$ cat config.mk
export PLATFORM = sky130hd
export DESIGN_NAME = keypad_scan_ctrl_flat
export DESIGN_NICKNAME = d
export VERILOG_FILES = /design/src/rtl/keypad_pkg.sv /design/src/rtl/keypad_scan_ctrl_if.sv /design/src/rtl/keypad_event_fifo.sv /design/src/rtl/keypad_scan_ctrl.sv /design/src/flat_wrapper.sv
export SDC_FILE = /design/constraint.sdc
export NUM_CORES = 1
export LEC_CHECK = 0
export BUFFER_PORTS_ARGS = -buffer_cell sky130_fd_sc_hd__buf_2
export CORE_UTILIZATION = 25
export CTS_BUF_LIST = sky130_fd_sc_hd__clkbuf_8
export CTS_CLUSTER_DIAMETER = 60
export DETAILED_ROUTE_END_ITERATION = 12
export HOLD_SLACK_MARGIN = 0.12
export PLACE_DENSITY = 0.38
export SLEW_MARGIN = 20
export SYNTH_ARGS = -nofsm -noshare
export SYNTH_HDL_FRONTEND = slang
export SYNTH_SLANG_ARGS = --single-unit
$ cat constraint.sdc
create_clock -name clk -period 9.55 [get_ports clk]
set_clock_uncertainty 0.1 [all_clocks]
set_input_delay 0.4775 -clock clk [delete_from_list [all_inputs] [get_ports clk]]
set_output_delay 0.4775 -clock clk [all_outputs]
set_load 0.02 [all_outputs]
$ cat src/rtl/keypad_pkg.sv
// rtl/keypad_pkg.sv - shared types and constants for the 4x4 keypad scanner
// Contents: FSM state encoding, column drive patterns, bit-index to hex-code
// map, and the packed event format {pressed, code}.
package keypad_pkg;

  typedef enum logic [2:0] {
    ST_IDLE,
    ST_DRIVE,
    ST_SETTLE,
    ST_SAMPLE,
    ST_EVAL
  } state_e;

  localparam int EVT_W = 5;

  // Column c is driven low by clearing col[3-c].
  localparam logic [3:0] COL_PAT [4] = '{4'b0111, 4'b1011, 4'b1101, 4'b1110};

  // Raw map bit index is c*4+r; this gives the hex legend printed on the key.
  localparam logic [3:0] KEY_MAP [16] = '{
    4'h1, 4'h4, 4'h7, 4'h0,
    4'h2, 4'h5, 4'h8, 4'hF,
    4'h3, 4'h6, 4'h9, 4'hE,
    4'hA, 4'hB, 4'hC, 4'hD
  };

  function automatic logic [EVT_W-1:0] mk_evt(input logic pressed, input logic [3:0] code);
    return {pressed, code};
  endfunction

endpackage

$ cat src/rtl/keypad_scan_ctrl_if.sv
// rtl/keypad_scan_ctrl_if.sv - key event valid/ready handshake
// Signals: key_valid (head holds an event), key_ready (consumer accepts),
// key_code (hex value), key_pressed (1 = press, 0 = release).
// master = event producer (scanner), slave = consumer.
interface keypad_scan_ctrl_if;
  logic       key_valid;
  logic       key_ready;
  logic [3:0] key_code;
  logic       key_pressed;

  modport master (output key_valid, output key_code, output key_pressed, input key_ready);
  modport slave  (input key_valid, input key_code, input key_pressed, output key_ready);
endinterface

$ cat src/rtl/keypad_event_fifo.sv
// rtl/keypad_event_fifo.sv - small synchronous FIFO for key events
// Ports: clk, rst_n (async active-low), push/push_data, pop/pop_data (head,
// combinational from storage), full, empty, drop (push refused this cycle).
// A push into a full FIFO succeeds only when a pop happens in the same cycle.
module keypad_event_fifo #(
  parameter int W     = 5,
  parameter int DEPTH = 4
) (
  input  logic         clk,
  input  logic         rst_n,
  input  logic         push,
  input  logic [W-1:0] push_data,
  input  logic         pop,
  output logic [W-1:0] pop_data,
  output logic         full,
  output logic         empty,
  output logic         drop
);

  localparam int AW = (DEPTH > 1) ? $clog2(DEPTH) : 1;
  localparam logic [AW:0] DEPTH_C = (AW + 1)'(DEPTH);

  logic [W-1:0]  mem_q [2**AW];
  logic [AW-1:0] wr_ptr_q, rd_ptr_q;
  logic [AW:0]   count_q;
  logic          do_push, do_pop;

  assign empty    = (count_q == '0);
  assign full     = (count_q == DEPTH_C);
  assign do_pop   = pop && !empty;
  assign do_push  = push && (!full || do_pop);
  assign drop     = push && !do_push;
  assign pop_data = mem_q[rd_ptr_q];

  always_ff @(posedge clk or negedge rst_n) begin
    if (!rst_n) begin
      wr_ptr_q <= '0;
      rd_ptr_q <= '0;
      count_q  <= '0;
      for (int i = 0; i < 2**AW; i++) mem_q[i] <= '0;
    end else begin
      if (do_push) begin
        mem_q[wr_ptr_q] <= push_data;
        wr_ptr_q        <= wr_ptr_q + 1'b1;
      end
      if (do_pop) rd_ptr_q <= rd_ptr_q + 1'b1;
      case ({do_push, do_pop})
        2'b10:   count_q <= count_q + 1'b1;
        2'b01:   count_q <= count_q - 1'b1;
        default: count_q <= count_q;
      endcase
    end
  end

endmodule

$ cat src/rtl/keypad_scan_ctrl.sv
// rtl/keypad_scan_ctrl.sv - 4x4 keypad scan, debounce and event queue
// Ports: clk, rst_n (async active-low), enable, row[3:0] (active low),
// col[3:0] (one low at a time), key_if (master: key_valid/key_ready/
// key_code/key_pressed), key_down (debounced key held), overflow (sticky
// drop flag), clr_overflow.
module keypad_scan_ctrl
  import keypad_pkg::*;
#(
  parameter int COL_TICKS      = 100000,
  parameter int SETTLE_TICKS   = 100,
  parameter int DEBOUNCE_SCANS = 4,
  parameter int FIFO_DEPTH     = 4
) (
  input  logic                       clk,
  input  logic                       rst_n,
  input  logic                       enable,
  input  logic [3:0]                 row,
  output logic [3:0]                 col,
  keypad_scan_ctrl_if.master         key_if,
  output logic                       key_down,
  output logic                       overflow,
  input  logic                       clr_overflow
);

  localparam int TW = (COL_TICKS > 1) ? $clog2(COL_TICKS) : 1;
  localparam int SW = $clog2(DEBOUNCE_SCANS + 1);
  localparam logic [TW-1:0] SETTLE_T = TW'(SETTLE_TICKS);
  localparam logic [TW-1:0] LAST_T   = TW'(COL_TICKS - 1);
  localparam logic [SW-1:0] DEB_C    = SW'(DEBOUNCE_SCANS);

  state_e           state_q;
  logic [1:0]       c_q;
  logic [TW-1:0]    tick_q;
  logic [3:0]       col_q;
  logic [15:0]      raw_q, prev_q, stable_q;
  logic [SW-1:0]    scnt_q;
  logic             held_valid_q;
  logic [3:0]       held_code_q;
  logic             pend_q;
  logic [EVT_W-1:0] pend_evt_q;
  logic             overflow_q;

  logic [SW-1:0]    scnt_d;
  logic [15:0]      stable_d;
  logic             held_valid_d;
  logic [3:0]       held_code_d;
  logic             ev_push;
  logic [EVT_W-1:0] ev_data;
  logic             set_pend;
  logic [EVT_W-1:0] pend_evt_d;
  logic [4:0]       nbits;
  logic [3:0]       idx;
  logic [3:0]       new_code;

  logic             eval_go;
  logic             fifo_push, fifo_pop, fifo_full, fifo_empty, fifo_drop;
  logic [EVT_W-1:0] fifo_wdata, fifo_rdata;

  assign eval_go = (state_q == ST_EVAL) && enable;

  // Debounce and event decision for the scan that just completed.
  always_comb begin
    scnt_d       = (raw_q == prev_q) ? ((scnt_q >= DEB_C) ? scnt_q : scnt_q + 1'b1) : SW'(1);
    stable_d     = (scnt_d >= DEB_C) ? raw_q : stable_q;
    held_valid_d = held_valid_q;
    held_code_d  = held_code_q;
    ev_push      = 1'b0;
    ev_data      = '0;
    set_pend     = 1'b0;
    pend_evt_d   = '0;
    nbits        = '0;
    idx          = '0;
    for (int i = 0; i < 16; i++) begin
      nbits = nbits + 5'(stable_d[i]);
      if (stable_d[i]) idx = 4'(i);
    end
    new_code = KEY_MAP[idx];
    if (nbits == 5'd0) begin
      if (held_valid_q) begin
        ev_push      = 1'b1;
        ev_data      = mk_evt(1'b0, held_code_q);
        held_valid_d = 1'b0;
      end
    end else if (nbits == 5'd1) begin
      if (!held_valid_q) begin
        ev_push      = 1'b1;
        ev_data      = mk_evt(1'b1, new_code);
        held_valid_d = 1'b1;
        held_code_d  = new_code;
      end else if (new_code != held_code_q) begin
        // Release of the old key goes out now, the press follows next cycle.
        ev_push     = 1'b1;
        ev_data     = mk_evt(1'b0, held_code_q);
        set_pend    = 1'b1;
        pend_evt_d  = mk_evt(1'b1, new_code);
        held_code_d = new_code;
      end
    end
    // Two or more keys: ambiguous matrix reading, hold state as is.
  end

  always_ff @(posedge clk or negedge rst_n) begin
    if (!rst_n) begin
      state_q      <= ST_IDLE;
      c_q          <= '0;
      tick_q       <= '0;
      col_q        <= 4'b1111;
      raw_q        <= '0;
      prev_q       <= '0;
      stable_q     <= '0;
      scnt_q       <= '0;
      held_valid_q <= 1'b0;
      held_code_q  <= '0;
      pend_q       <= 1'b0;
      pend_evt_q   <= '0;
      overflow_q   <= 1'b0;
    end else begin
      pend_q <= 1'b0;
      if (!enable) begin
        // Abandon the scan in progress; debounced state and queue survive.
        state_q <= ST_IDLE;
        col_q   <= 4'b1111;
        c_q     <= '0;
        tick_q  <= '0;
        raw_q   <= '0;
        scnt_q  <= '0;
      end else begin
        case (state_q)
          ST_IDLE: begin
            state_q <= ST_DRIVE;
            c_q     <= '0;
            tick_q  <= '0;
          end
          ST_DRIVE: begin
            col_q   <= COL_PAT[c_q];
            tick_q  <= tick_q + 1'b1;
            state_q <= ST_SETTLE;
          end
          ST_SETTLE: begin
            tick_q <= tick_q + 1'b1;
            if (tick_q >= SETTLE_T) state_q <= ST_SAMPLE;
          end
          ST_SAMPLE: begin
            for (int r = 0; r < 4; r++) raw_q[{c_q, r[1:0]}] <= ~row[3-r];
            if (tick_q >= LAST_T) begin
              tick_q <= '0;
              if (c_q == 2'd3) begin
                state_q <= ST_EVAL;
              end else begin
                c_q     <= c_q + 1'b1;
                state_q <= ST_DRIVE;
              end
            end else begin
              tick_q <= tick_q + 1'b1;
            end
          end
          ST_EVAL: begin
            prev_q       <= raw_q;
            scnt_q       <= scnt_d;
            stable_q     <= stable_d;
            held_valid_q <= held_valid_d;
            held_code_q  <= held_code_d;
            pend_q       <= set_pend;
            pend_evt_q   <= pend_evt_d;
            state_q      <= ST_DRIVE;
            c_q          <= '0;
            tick_q       <= '0;
          end
          default: state_q <= ST_IDLE;
        endcase
      end
      // A drop in the same cycle as a clear leaves the flag set.
      if (fifo_drop)         overflow_q <= 1'b1;
      else if (clr_overflow) overflow_q <= 1'b0;
    end
  end

  assign fifo_push  = (eval_go && ev_push) || pend_q;
  assign fifo_wdata = pend_q ? pend_evt_q : ev_data;
  assign fifo_pop   = !fifo_empty && key_if.key_ready;

  keypad_event_fifo #(
    .W     (EVT_W),
    .DEPTH (FIFO_DEPTH)
  ) u_fifo (
    .clk       (clk),
    .rst_n     (rst_n),
    .push      (fifo_push),
    .push_data (fifo_wdata),
    .pop       (fifo_pop),
    .pop_data  (fifo_rdata),
    .full      (fifo_full),
    .empty     (fifo_empty),
    .drop      (fifo_drop)
  );

  assign col                = col_q;
  assign key_down           = held_valid_q;
  assign overflow           = overflow_q;
  assign key_if.key_valid   = !fifo_empty;
  assign key_if.key_code    = fifo_rdata[3:0];
  assign key_if.key_pressed = fifo_rdata[4];

endmodule

$ cat src/flat_wrapper.sv
// flat-port wrapper written by rule: the top's interface ports become plain ports
module keypad_scan_ctrl_flat import keypad_pkg::*;
#(
  parameter int COL_TICKS      = 100000,
  parameter int SETTLE_TICKS   = 100,
  parameter int DEBOUNCE_SCANS = 4,
  parameter int FIFO_DEPTH     = 4
)
  (clk, rst_n, enable, row, col, key_down, overflow, clr_overflow, key_if_key_valid, key_if_key_code, key_if_key_pressed, key_if_key_ready);
  keypad_scan_ctrl_if key_if_i ();
  input  logic clk;
  input  logic rst_n;
  input  logic enable;
  input  logic [3:0] row;
  output logic [3:0] col;
  output logic key_down;
  output logic overflow;
  input  logic clr_overflow;
  output wire logic [$bits(key_if_i.key_valid)-1:0] key_if_key_valid;
  output wire logic [$bits(key_if_i.key_code)-1:0] key_if_key_code;
  output wire logic [$bits(key_if_i.key_pressed)-1:0] key_if_key_pressed;
  input wire logic [$bits(key_if_i.key_ready)-1:0] key_if_key_ready;
  assign key_if_key_valid = key_if_i.key_valid;
  assign key_if_key_code = key_if_i.key_code;
  assign key_if_key_pressed = key_if_i.key_pressed;
  assign key_if_i.key_ready = key_if_key_ready;
  keypad_scan_ctrl #(.COL_TICKS(COL_TICKS), .SETTLE_TICKS(SETTLE_TICKS), .DEBOUNCE_SCANS(DEBOUNCE_SCANS), .FIFO_DEPTH(FIFO_DEPTH)) u_core (.clk(clk), .rst_n(rst_n), .enable(enable), .row(row), .col(col), .key_if(key_if_i), .key_down(key_down), .overflow(overflow), .clr_overflow(clr_overflow));
endmodule
==> results of run 1 <==
==> metal layers <==
| layer | vias to the layer above | share of wire, % | global-route usage [%] |
|---|---|---|---|
| li1 | 2517 | - | - |
| met1 | 2547 | 50 | 18.4 |
| met2 | 88 | 46 | 21.7 |
| met3 | 10 | 3.2 | 2.89 |
| met4 | 0 | 0.98 | 3.60 |
| met5 | - | 0 | 0 |
==> state kept, by name, summed over array words and instances, names as in the netlist, 3 cells and up <==
| signal | cells |
|---|---|
| u_core.u_fifo.mem_q | 20 |
| u_core.tick_q | 17 |
| u_core.prev_q | 16 |
| u_core.raw_q | 16 |
| u_core.stable_q | 16 |
| u_core.pend_evt_q | 5 |
| u_core.col | 4 |
| u_core.held_code_q | 4 |
| u_core.scnt_q | 3 |
| u_core.state_q | 3 |
| u_core.u_fifo.count_q | 3 |
==> cell usage after synthesis (3+ instances only) <==
master / n / area, um2
mux4_2: 5 / 113
a22o_1: 4 / 35.0
nor4_1: 13 / 81.3
nor3_1: 9 / 45.0
o211a_1: 16 / 160
dfstp_2: 4 / 105
xor2_1: 22 / 193
mux2_2: 32 / 360
and3_1: 11 / 68.8
nor3b_2: 4 / 50.1
clkbuf_1: 29 / 109
o21ai_0: 46 / 230
nor4b_1: 3 / 26.3
o211ai_1: 7 / 52.6
nand2_1: 123 / 462
inv_1: 44 / 165
buf_2: 7 / 35.0
a211oi_1: 4 / 30.0
ha_1: 24 / 300
dfrtp_1: 112 / 2800
nand3_1: 14 / 70.1
nand2b_1: 3 / 18.8
o41ai_1: 3 / 26.3
a21oi_1: 22 / 110
a21o_1: 4 / 30.0
fa_1: 11 / 220
o21ai_1: 4 / 20.0
xnor2_1: 4 / 35.0
mux2_1: 11 / 124
or3_1: 3 / 18.8
or4_1: 3 / 22.5
o31ai_1: 7 / 52.6
o32ai_1: 4 / 35.0
nor2b_1: 7 / 43.8
nor2_1: 30 / 113
or2_2: 4 / 25.0
and2_1: 10 / 62.6
mux2i_1: 10 / 100
==> repair_timing <==
item | in CTS | in global routing
buffers inserted | 0 | 0
hold buffers | 1 | 0
hold endpoints to repair | 55 | 0
==> stage by stage <==
step,power (uW),utilization (%),instances,hold slack (ns),instance area (um2)
finish,1120,28.7,1075,0.241,7740
global route,1180,28.7,1075,0.223,7740
CTS,1150,28.6,1075,0.217,7740
detailed placement,684,27.2,1042,0.377,7340
global placement,682,27.2,1042,0.363,7340
floorplan,636,-,714,0.0819,6920
==> worst max-delay path by stage <==
stage | cells after the start | startpoint | end
floorplan | 32 | u_core.raw_q[6] | u_core.u_fifo.count_q[2]
finish | 27 | u_core.raw_q[4] | u_core.u_fifo.count_q[2]
global placement | 27 | u_core.raw_q[5] | u_core.u_fifo.count_q[2]
global route | 27 | u_core.raw_q[4] | u_core.u_fifo.count_q[2]
CTS | 27 | u_core.raw_q[5] | u_core.u_fifo.count_q[2]
detailed placement | 27 | u_core.raw_q[5] | u_core.u_fifo.count_q[2]
==> area by class of cell <==
class | instances | area [um2] | share of cell area (%)
multi-input combinational | 515 | 3700 | 47.8
sequential | 116 | 2910 | 37.6
tap | 341 | 427 | 5.51
clock buffer | 19 | 262 | 3.38
inverter | 44 | 165 | 2.13
timing repair buffer | 27 | 158 | 2.04
clock inverter | 13 | 124 | 1.60
==> worst min-delay path, stage by stage <==
cell and delay, ns:
buf_2 0.10, inv_1 0.04, a221o_1 0.12
==> power by group through the flow <==
| stage | sequential, uW | combinational [uW] | clock, uW |
|---|---|---|---|
| floorplan | 538 | 97.8 | 0 |
| global placement | 553 | 129 | 0 |
| detailed placement | 554 | 130 | 0 |
| CTS | 545 | 131 | 469 |
| global route | 548 | 145 | 491 |
| finish | 543 | 128 | 452 |
==> cells in the final DEF (no fill, tap or decap), types with 4 or more instances in the layout <==
cell type,n
o21ai_1,4
nor4_1,12
dfstp_2,4
mux2i_1,10
o32ai_1,4
a21o_1,4
and2_1,10
nand3_1,14
mux4_2,5
mux2_2,32
mux2_1,11
buf_2,19
inv_6,4
clkbuf_8,19
a211oi_1,4
nor2b_1,7
or2_2,4
o211a_1,16
and3_1,11
nand2_1,123
a22o_1,4
ha_1,24
o31ai_1,7
fa_1,11
clkinvlp_4,6
o21ai_0,46
inv_1,44
nor2_1,29
buf_4,7
dfrtp_1,112
a21oi_1,22
nor3b_2,4
xor2_1,22
nor3_1,8
xnor2_1,4
o211ai_1,7
==> kinds of logic (layout without fill, tap and decap cells) <==
| logic type | after synthesis | count (layout) | share of synthesized area (%) |
|---|---|---|---|
| buf+inv | 83 | 103 | 4.74 |
| mux | 58 | 58 | 10.1 |
| simple gates | 248 | 248 | 17.3 |
| compound gates | 148 | 148 | 15.1 |
| flops | 116 | 116 | 42.0 |
| xor+xnor | 26 | 26 | 3.29 |
| fa+ha+maj | 35 | 35 | 7.52 |
==> qor.yml, run 1 <==
status: "finished, final reports clean"
tns_ns: 0
hold-path-endpoint: "u_core.overflow"
worstRegToRegCells: 27
hold_violations: 0
ys_seq_area_share_pct: 42.0
wl_per_cell_um: 16.7
wirelength_um: 17900
fin_nets: 765
finalSetupViolations: 0
num_vias: 5162
path_common_cell: "fa_1"
r2r_slack_ns: 1.28
leakagePower_uw: 0.00374
fill_cells: 2857
antenna_found_initial: 0
die_h_um: 168
hp-class: "in -> reg"
slew_viol_final: 0
crit_fanout: 28
synth_warnings: 0
worstPathArrival_ns: 8.49
crit_type: "reg -> reg"
syn_area_um2: 6920
groute.usage.overall_pct: 13.5
ys_types: 69
cp-end-kind: "flop"
cts_root_buf: "clkbuf_8"
finalCritPeriodShare_pct: 86.6
cts_sinks: 116
synth_edf_count: 0
fmax_mhz: 121
async_reset_ff_share_pct: 100
grt_first_pass_wirelength_um: 30100
post-place-ws_ns: 1.28
routabilityCongestion: 0.789
p_int_uw: 785
cts_resized: 0
drtIter0Drc: 258
syn-num-nets: 758
critical-path-top-delay-family: "adder cells"
tightest_slew_ns: 0.822
core_um2: 27000
drc: 0
cts-buffers-inserted: 17
swShare_pct: 30.1
netlist_instances: 714
io-pin-count: 21
diodes: 0
crit_required_ns: 9.76
ant_nets: 0
syn_area_per_cell_um2: 9.70
synth_ff_type: "dfrtp_1"
critical_path_buf_inv_count: 4
pwr-share-seq_pct: 48.3
start_util_pct: 25.6
grt_max_degree: 62
die-area_um2: 28400
hpwlAfterDp_um: 12900
rows: 60
area_growth_pct: 11.9
hp-start: "clr_overflow"
post_route_cells_drive_above_1_share_pct: 15.9
h-tree-depth: 4
cpPeakStageDelay_ns: 0.58
p_clk_share_pct: 40.3
p_switching_uw: 338
comb_power_share_pct: 11.4
clk_path_buf_depth: 2
insertion_delay_ns: 0.44
critPathSlowestCell: "nor4b_1"
overflow: 0
vdd_ir_drop_max_mv: 0.0776
layout_min_cycle_time_ns: 8.27
reg2reg_from: "u_core.raw_q[4]"
maxSlewHeadroom_pct: 45.2
grt_pass1_vias: 5416
clkSlewWorstSetupHoldPaths_ns: 0.09
setup.worst_path.start_class: "flop"
rsz0062_at_grt: "false"
tritoncts: "built"
drv_cap: 0
drtPass1Iterations: 5
cellPowerDensity_nw_per_um2: 145
worstReg2RegEnd: "u_core.u_fifo.count_q[2]"
min_path_cells: 3
ys_seq_elements: 116
vias_per_cell: 4.80
timing.final.ws_setup_ns: 1.28
fp.dieW_um: 168
port-buffer-count: 20
Power figures use the tool's default switching activity.
==> run 2, diff against run 1 <==
--- a/config.mk
+++ b/config.mk
@@ -6,12 +6,12 @@
 export NUM_CORES = 1
 export LEC_CHECK = 0
 export BUFFER_PORTS_ARGS = -buffer_cell sky130_fd_sc_hd__buf_2
-export CORE_UTILIZATION = 25
+export CORE_UTILIZATION = 40
 export CTS_BUF_LIST = sky130_fd_sc_hd__clkbuf_8
 export CTS_CLUSTER_DIAMETER = 60
 export DETAILED_ROUTE_END_ITERATION = 12
 export HOLD_SLACK_MARGIN = 0.12
-export PLACE_DENSITY = 0.38
+export PLACE_DENSITY = 0.54
 export SLEW_MARGIN = 20
 export SYNTH_ARGS = -nofsm -noshare
 export SYNTH_HDL_FRONTEND = slang
==> run 2 against run 1 <==
Non-clock buffer count unchanged. Count of clock-buffer cells in the layout down 2. Worst hold slack worse by 0.0084 ns. Combinational power about the same. Via count up 2.9%. Critical path type unchanged.
==> qor.yml, run 2 (synthesis gave the netlist of run 1 again) <==
timing.critical_path.from: "u_core.raw_q[7]"  # was u_core.raw_q[4]
worstRegToRegCells: 27  # unchanged
grt_pass1_vias: 5205  # was 5416
crit_required_ns: 9.77  # was 9.76 ns
status: "finished, final reports clean"  # unchanged
cts-buffers-inserted: 17  # unchanged
rows: 47  # was 60
area_growth_pct: 9.16  # was 11.9%
tns_ns: 0  # unchanged
cellPowerDensity_nw_per_um2: 145  # about the same
groute.usage.overall_pct: 19.8  # was 13.5%
fp.dieW_um: 134  # was 168 um
critical-path-top-delay-family: "adder cells"  # unchanged
rsz0062_at_grt: "false"  # unchanged
crit_type: "reg -> reg"  # unchanged
stdcell_count: 952  # was 1075
wirelength_um: 16400  # was 17900 um
insertion_delay_ns: 0.44  # about the same
wl_per_cell_um: 17.2  # was 16.7 um
die_h_um: 134  # was 168 um
hp-class: "in -> reg"  # unchanged
cts_root_buf: "clkbuf_8"  # unchanged
die-area_um2: 17800  # was 28400 um2
start_util_pct: 41.3  # was 25.6%
antenna_found_initial: 0  # unchanged
grt_first_pass_wirelength_um: 27300  # was 30100 um
vdd_ir_drop_max_mv: 0.0849  # was 0.0776 mV
h-tree-depth: 4  # unchanged
grt_max_degree: 65  # was 62
hpwlAfterDp_um: 11700  # was 12900 um
critPathSlowestCell: "fa_1"  # was nor4b_1
crit_fanout: 26  # was 28
tightest_slew_ns: 0.995  # was 0.822 ns
crit_cells: 27  # unchanged
layout_common_cells: "123 x nand2_1, 112 x dfrtp_1, 47 x inv_1"  # was 123 x nand2_1, 112 x dfrtp_1, 46 x o21ai_0
tritoncts: "built"  # unchanged
vias_per_cell: 5.58  # was 4.80
holdWs_ns: 0.233  # was 0.241 ns
port-buffer-count: 20  # unchanged
ant_nets: 0  # unchanged
layout_min_cycle_time_ns: 8.19  # was 8.27 ns
overflow: 0  # unchanged
clkSlewWorstSetupHoldPaths_ns: 0.07  # was 0.09 ns
crit_end: "u_core.u_fifo.count_q[2]"  # unchanged
io-pin-count: 21  # unchanged
routabilityCongestion: 0.841  # was 0.789
drtIter0Drc: 493  # was 258
fmax_mhz: 122  # was 121 MHz
drc: 0  # unchanged
slew_viol_final: 0  # unchanged
regMostFlops: "u_core.u_fifo.mem_q"  # unchanged
core_um2: 16800  # was 27000 um2
path_common_cell: "fa_1"  # unchanged
worstReg2RegEnd: "u_core.u_fifo.count_q[2]"  # unchanged
finalSetupViolations: 0  # unchanged
cts_sinks: 116  # unchanged
cpPeakStageDelay_ns: 0.57  # was 0.58 ns
drtPass1Iterations: 6  # was 5
clk_path_buf_depth: 2  # unchanged
post_route_cells_drive_above_1_share_pct: 15.2  # was 15.9%
maxSlewHeadroom_pct: 33.1  # was 45.2%
num_vias: 5314  # was 5162
setup.worst_path.start_class: "flop"  # unchanged
largest_reg_flops: 20  # unchanged
layout_commonest_cell: "nand2_1"  # unchanged
leakagePower_uw: 0.00376  # was 0.00374 uW
hold_violations: 0  # unchanged
reg2reg_from: "u_core.raw_q[7]"  # was u_core.raw_q[4]
fin_nets: 765  # unchanged
diodes: 0  # unchanged
drv_cap: 0  # unchanged
placedCellCount: 921  # was 1042
finalCritPeriodShare_pct: 85.8  # was 86.6%
r2r_slack_ns: 1.36  # was 1.28 ns
worstPathArrival_ns: 8.41  # was 8.49 ns
largestRegisters: "u_core.u_fifo.mem_q (20), u_core.tick_q (17)"  # unchanged
critical_path_buf_inv_count: 4  # unchanged
post_cts_buffers: 0  # unchanged
cp-end-kind: "flop"  # unchanged
==> run 2: cell types whose count changed in the layout (fill, tap and decap cells not counted) <==
| cell | change |
|---|---|
| bufinv_16 | +1 |
| clkbuf_8 | -2 |
| clkinv_2 | +4 |
| clkinv_4 | +2 |
| clkinvlp_4 | -6 |
| inv_1 | +3 |
| inv_6 | -4 |
| nor4_1 | +1 |
| nor4_2 | -1 |
==> run 2: worst min path at each step <==
stage                          from                   end  slack [ns]  cells past startpoint
2_1_floorplan                 rst_n         u_core.c_q[0]        0.08                      0
3_3_place_gp   u_core.pend_evt_q[4]  u_core.pend_evt_q[4]        0.36                      1
3_5_place_dp   u_core.pend_evt_q[4]  u_core.pend_evt_q[4]        0.37                      1
4_1_cts                clr_overflow       u_core.overflow        0.20                      3
5_1_grt                clr_overflow       u_core.overflow        0.23                      3
6_report               clr_overflow       u_core.overflow        0.23                      3
==> run 2: cell type report <==
type	instances	area [um2]
clock inverter	13	123
tap	220	275
inverter	44	165
timing repair buffer	27	158
fill	1586	9200
clock buffer	17	234
multi-input combinational	515	3690
sequential	116	2910
==> run 2: worst reg2reg max path, stage by stage (launching register included) <==
cell and delay [ns]:
dfrtp_1 0.48, xor2_1 0.20, nor4_1 0.40, nand4_1 0.18, buf_4 0.22, nor2_2 0.25
buf_4 0.34, mux2_2 0.39, fa_1 0.57, fa_1 0.44, fa_1 0.52, inv_1 0.05
fa_1 0.45, fa_1 0.42, fa_1 0.40, nor3_1 0.19, mux2i_1 0.09, nor4b_1 0.45
nand2_1 0.23, a21oi_1 0.23, o21bai_1 0.20, or2_1 0.40, ha_1 0.27, inv_1 0.07
fa_1 0.18, xor2_1 0.14, nor2_1 0.06, xor2_1 0.14
==> run 2: stage by stage <==
step                      worst slack (ns)  area [um2]  util [%]  total power, uW
after floorplan                       1.73        6920         -              636
after global placement                1.50        7190      42.9              676
after detailed placement              1.33        7190      42.9              681
after CTS                             1.31        7560      45.1             1110
after global routing                 0.740        7560      45.1             1150
final                                 1.36        7560      45.1             1100
==> run 2: where the power goes <==
part / switching, uW / internal (uW)
Sequential: 29.1 / 513
Clock: 202 / 224
Combinational: 77.5 / 50.8
==> run 2: timing repair <==
| action | CTS | global route |
|---|---|---|
| gates resized for setup | 0 | 0 |
| endpoints found under the hold margin | 52 | 0 |
| hold buffers | 1 | 0 |
==> run 2: layer usage <==
layer	global-route usage, %	up-vias	share of wire [%]
li1	-	2521	-
met2	30.2	110	47
met1	27.7	2667	48
met5	0	-	0
met4	6.82	0	1.4
met3	4.07	16	4.0
==> run 3, diff against run 2 <==
--- a/config.mk
+++ b/config.mk
@@ -11,7 +11,7 @@
 export CTS_CLUSTER_DIAMETER = 60
 export DETAILED_ROUTE_END_ITERATION = 12
 export HOLD_SLACK_MARGIN = 0.12
-export PLACE_DENSITY = 0.54
+export PLACE_DENSITY_LB_ADDON = 0.12
 export SLEW_MARGIN = 20
 export SYNTH_ARGS = -nofsm -noshare
 export SYNTH_HDL_FRONTEND = slang
==> run 3 against run 2 <==
Core utilization rose by 0.28 points. Critical path type unchanged. Register-to-register slack worse by 0.09 ns. Highest routed layer unchanged. Critical path depth unchanged. Via count shrank 1.8%. Wire length up 1.3%. Maximum frequency fell by 1.1%. Largest cell class unchanged.
==> qor.yml, run 3 (synthesis gave the netlist of run 1 again) <==
status: "finished, final reports clean"  # unchanged
drtIter0Drc: 388  # was 493
largestRegisters: "u_core.u_fifo.mem_q (20), u_core.tick_q (17)"  # unchanged
layout_common_cells: "123 x nand2_1, 112 x dfrtp_1, 50 x inv_1"  # was 123 x nand2_1, 112 x dfrtp_1, 47 x inv_1
cts_root_buf: "clkbuf_8"  # unchanged
drc: 0  # unchanged
critical-path-top-delay-family: "adder cells"  # unchanged
groute.usage.overall_pct: 20.1  # was 19.8%
setup.worst_path.start_class: "flop"  # unchanged
worstRegToRegCells: 27  # unchanged
fin_nets: 764  # was 765
grt_pass1_vias: 5332  # was 5205
core_um2: 16800  # unchanged
diodes: 0  # unchanged
finalCritPeriodShare_pct: 86.7  # was 85.8%
largest_reg_flops: 20  # unchanged
ff_latch_area_um2: 2910  # unchanged
hp-start: "clr_overflow"  # unchanged
area_growth_pct: 9.85  # was 9.16%
rsz0062_at_grt: "false"  # unchanged
layout_commonest_cell: "nand2_1"  # unchanged
finalSetupViolations: 0  # unchanged
hpwlAfterDp_um: 11600  # was 11700 um
grt_first_pass_wirelength_um: 28000  # was 27300 um
r2r_slack_ns: 1.27  # was 1.36 ns
grt_max_degree: 72  # was 65
slew_viol_final: 0  # unchanged
critical_path_buf_inv_count: 4  # unchanged
cts_sinks: 116  # unchanged
die-area_um2: 17800  # unchanged
layout_min_cycle_time_ns: 8.28  # was 8.19 ns
post_route_cells_drive_above_1_share_pct: 14.9  # was 15.2%
port-buffer-count: 20  # unchanged
leakagePower_uw: 0.00379  # was 0.00376 uW
routabilityCongestion: 0.837  # was 0.841
worstReg2RegEnd: "u_core.u_fifo.count_q[2]"  # unchanged
tritoncts: "built"  # unchanged
overflow: 0  # unchanged
h-tree-depth: 4  # unchanged
clkSlewWorstSetupHoldPaths_ns: 0.07  # about the same
vias_per_cell: 5.48  # was 5.58
crit_required_ns: 9.78  # was 9.77 ns
critPathSlowestCell: "fa_1"  # unchanged
num_vias: 5219  # was 5314
fmax_mhz: 121  # was 122 MHz
cts_resized: 0  # unchanged
regMostFlops: "u_core.u_fifo.mem_q"  # unchanged
placedCellCount: 920  # was 921
hold_violations: 0  # unchanged
hold-path-endpoint: "u_core.overflow"  # unchanged
wl_per_cell_um: 17.5  # was 17.2 um
min_path_cells: 3  # unchanged
wirelength_um: 16600  # was 16400 um
cpPeakStageDelay_ns: 0.56  # was 0.57 ns
path_common_cell: "fa_1"  # unchanged
multi_input_area_um2: 3690  # unchanged
clk_path_buf_depth: 2  # unchanged
antenna_found_initial: 0  # unchanged
drtPass1Iterations: 4  # was 6
io-pin-count: 21  # unchanged
stdcell_count: 953  # was 952
cts-buffers-inserted: 17  # unchanged
worstPathArrival_ns: 8.50  # was 8.41 ns
vdd_ir_drop_max_mv: 0.0811  # was 0.0849 mV
p_total_uw: 1160  # was 1100 uW
cp-end-kind: "flop"  # unchanged
fill_cells: 1586  # unchanged
insertion_delay_ns: 0.44  # about the same
maxSlewHeadroom_pct: 34.7  # was 33.1%
ant_nets: 0  # unchanged
hp-class: "in -> reg"  # unchanged
fp.dieW_um: 134  # unchanged
reg2reg_from: "u_core.raw_q[5]"  # was u_core.raw_q[7]
cellPowerDensity_nw_per_um2: 153  # was 145 nW/um2
tns_ns: 0  # unchanged
holdWs_ns: 0.258  # was 0.233 ns
tightest_slew_ns: 0.970  # was 0.995 ns
drv_cap: 0  # unchanged
start_util_pct: 41.3  # unchanged
rows: 47  # unchanged
die_h_um: 134  # unchanged
crit_type: "reg -> reg"  # unchanged
crit_fanout: 27  # was 26
## run 3: where the power goes
part | total (uW) | switching (uW) | internal, uW
Clock | 487 | 209 | 278
Combinational | 130 | 79.1 | 50.7
Sequential | 543 | 29.9 | 513
Total | 1160 | 318 | 842
## run 3: cell type report
class	count	area share (%)
multi-input combinational	515	48.6
timing repair buffer	26	1.97
tap	220	3.62
clock inverter	15	2.34
inverter	44	2.17
clock buffer	17	3.08
sequential	116	38.2
## run 3: worst max-delay path by stage
stage | startpoint | end | slack [ns] | cells past startpoint
after global routing | u_core.raw_q[5] | u_core.u_fifo.count_q[2] | 0.71 | 27
after floorplan | u_core.raw_q[6] | u_core.u_fifo.count_q[2] | 1.73 | 32
final | u_core.raw_q[5] | u_core.u_fifo.count_q[2] | 1.27 | 27
after global placement | u_core.raw_q[10] | u_core.u_fifo.count_q[2] | 1.57 | 27
after CTS | u_core.raw_q[5] | u_core.u_fifo.count_q[2] | 1.23 | 27
after detailed placement | u_core.raw_q[4] | u_core.u_fifo.count_q[2] | 1.25 | 27
## run 3: metrics by stage
| stage | setup WS, ns | area, um2 | utilization, % |
|---|---|---|---|
| after floorplan | 1.73 | 6920 | - |
| after global placement | 1.57 | 7180 | 42.9 |
| after detailed placement | 1.25 | 7180 | 42.9 |
| after CTS | 1.23 | 7600 | 45.4 |
| after global routing | 0.708 | 7600 | 45.4 |
| final | 1.27 | 7600 | 45.4 |
## run 3: per-layer routing
| layer | vias up | GRT usage (%) | wire length, um |
|---|---|---|---|
| li1 | 2524 | - | - |
| met1 | 2582 | 27.6 | 7940 |
| met2 | 92 | 31.9 | 7900 |
| met3 | 21 | 3.96 | 542 |
| met4 | 0 | 6.44 | 252 |
| met5 | - | 0 | 0 |
## run 3: what timing repair did
action                                  CTS  global route
buffers inserted                          0             0
endpoints found under the setup margin    0             0
endpoints found under the hold margin    45             0
hold buffers                              1             0
## run 3: worst register-to-register path, delay by kind of cell (launching register included)
kind                     cells  cell delay, ns
adder cells (fa/ha/maj)      8            3.24
AND/OR/NAND/NOR              8            2.19
buffers and inverters        4            0.69
XOR/XNOR                     3            0.51
multiplexers                 2            0.50
flip-flops                   1            0.47
AO/OA/AOI/OAI                2            0.43
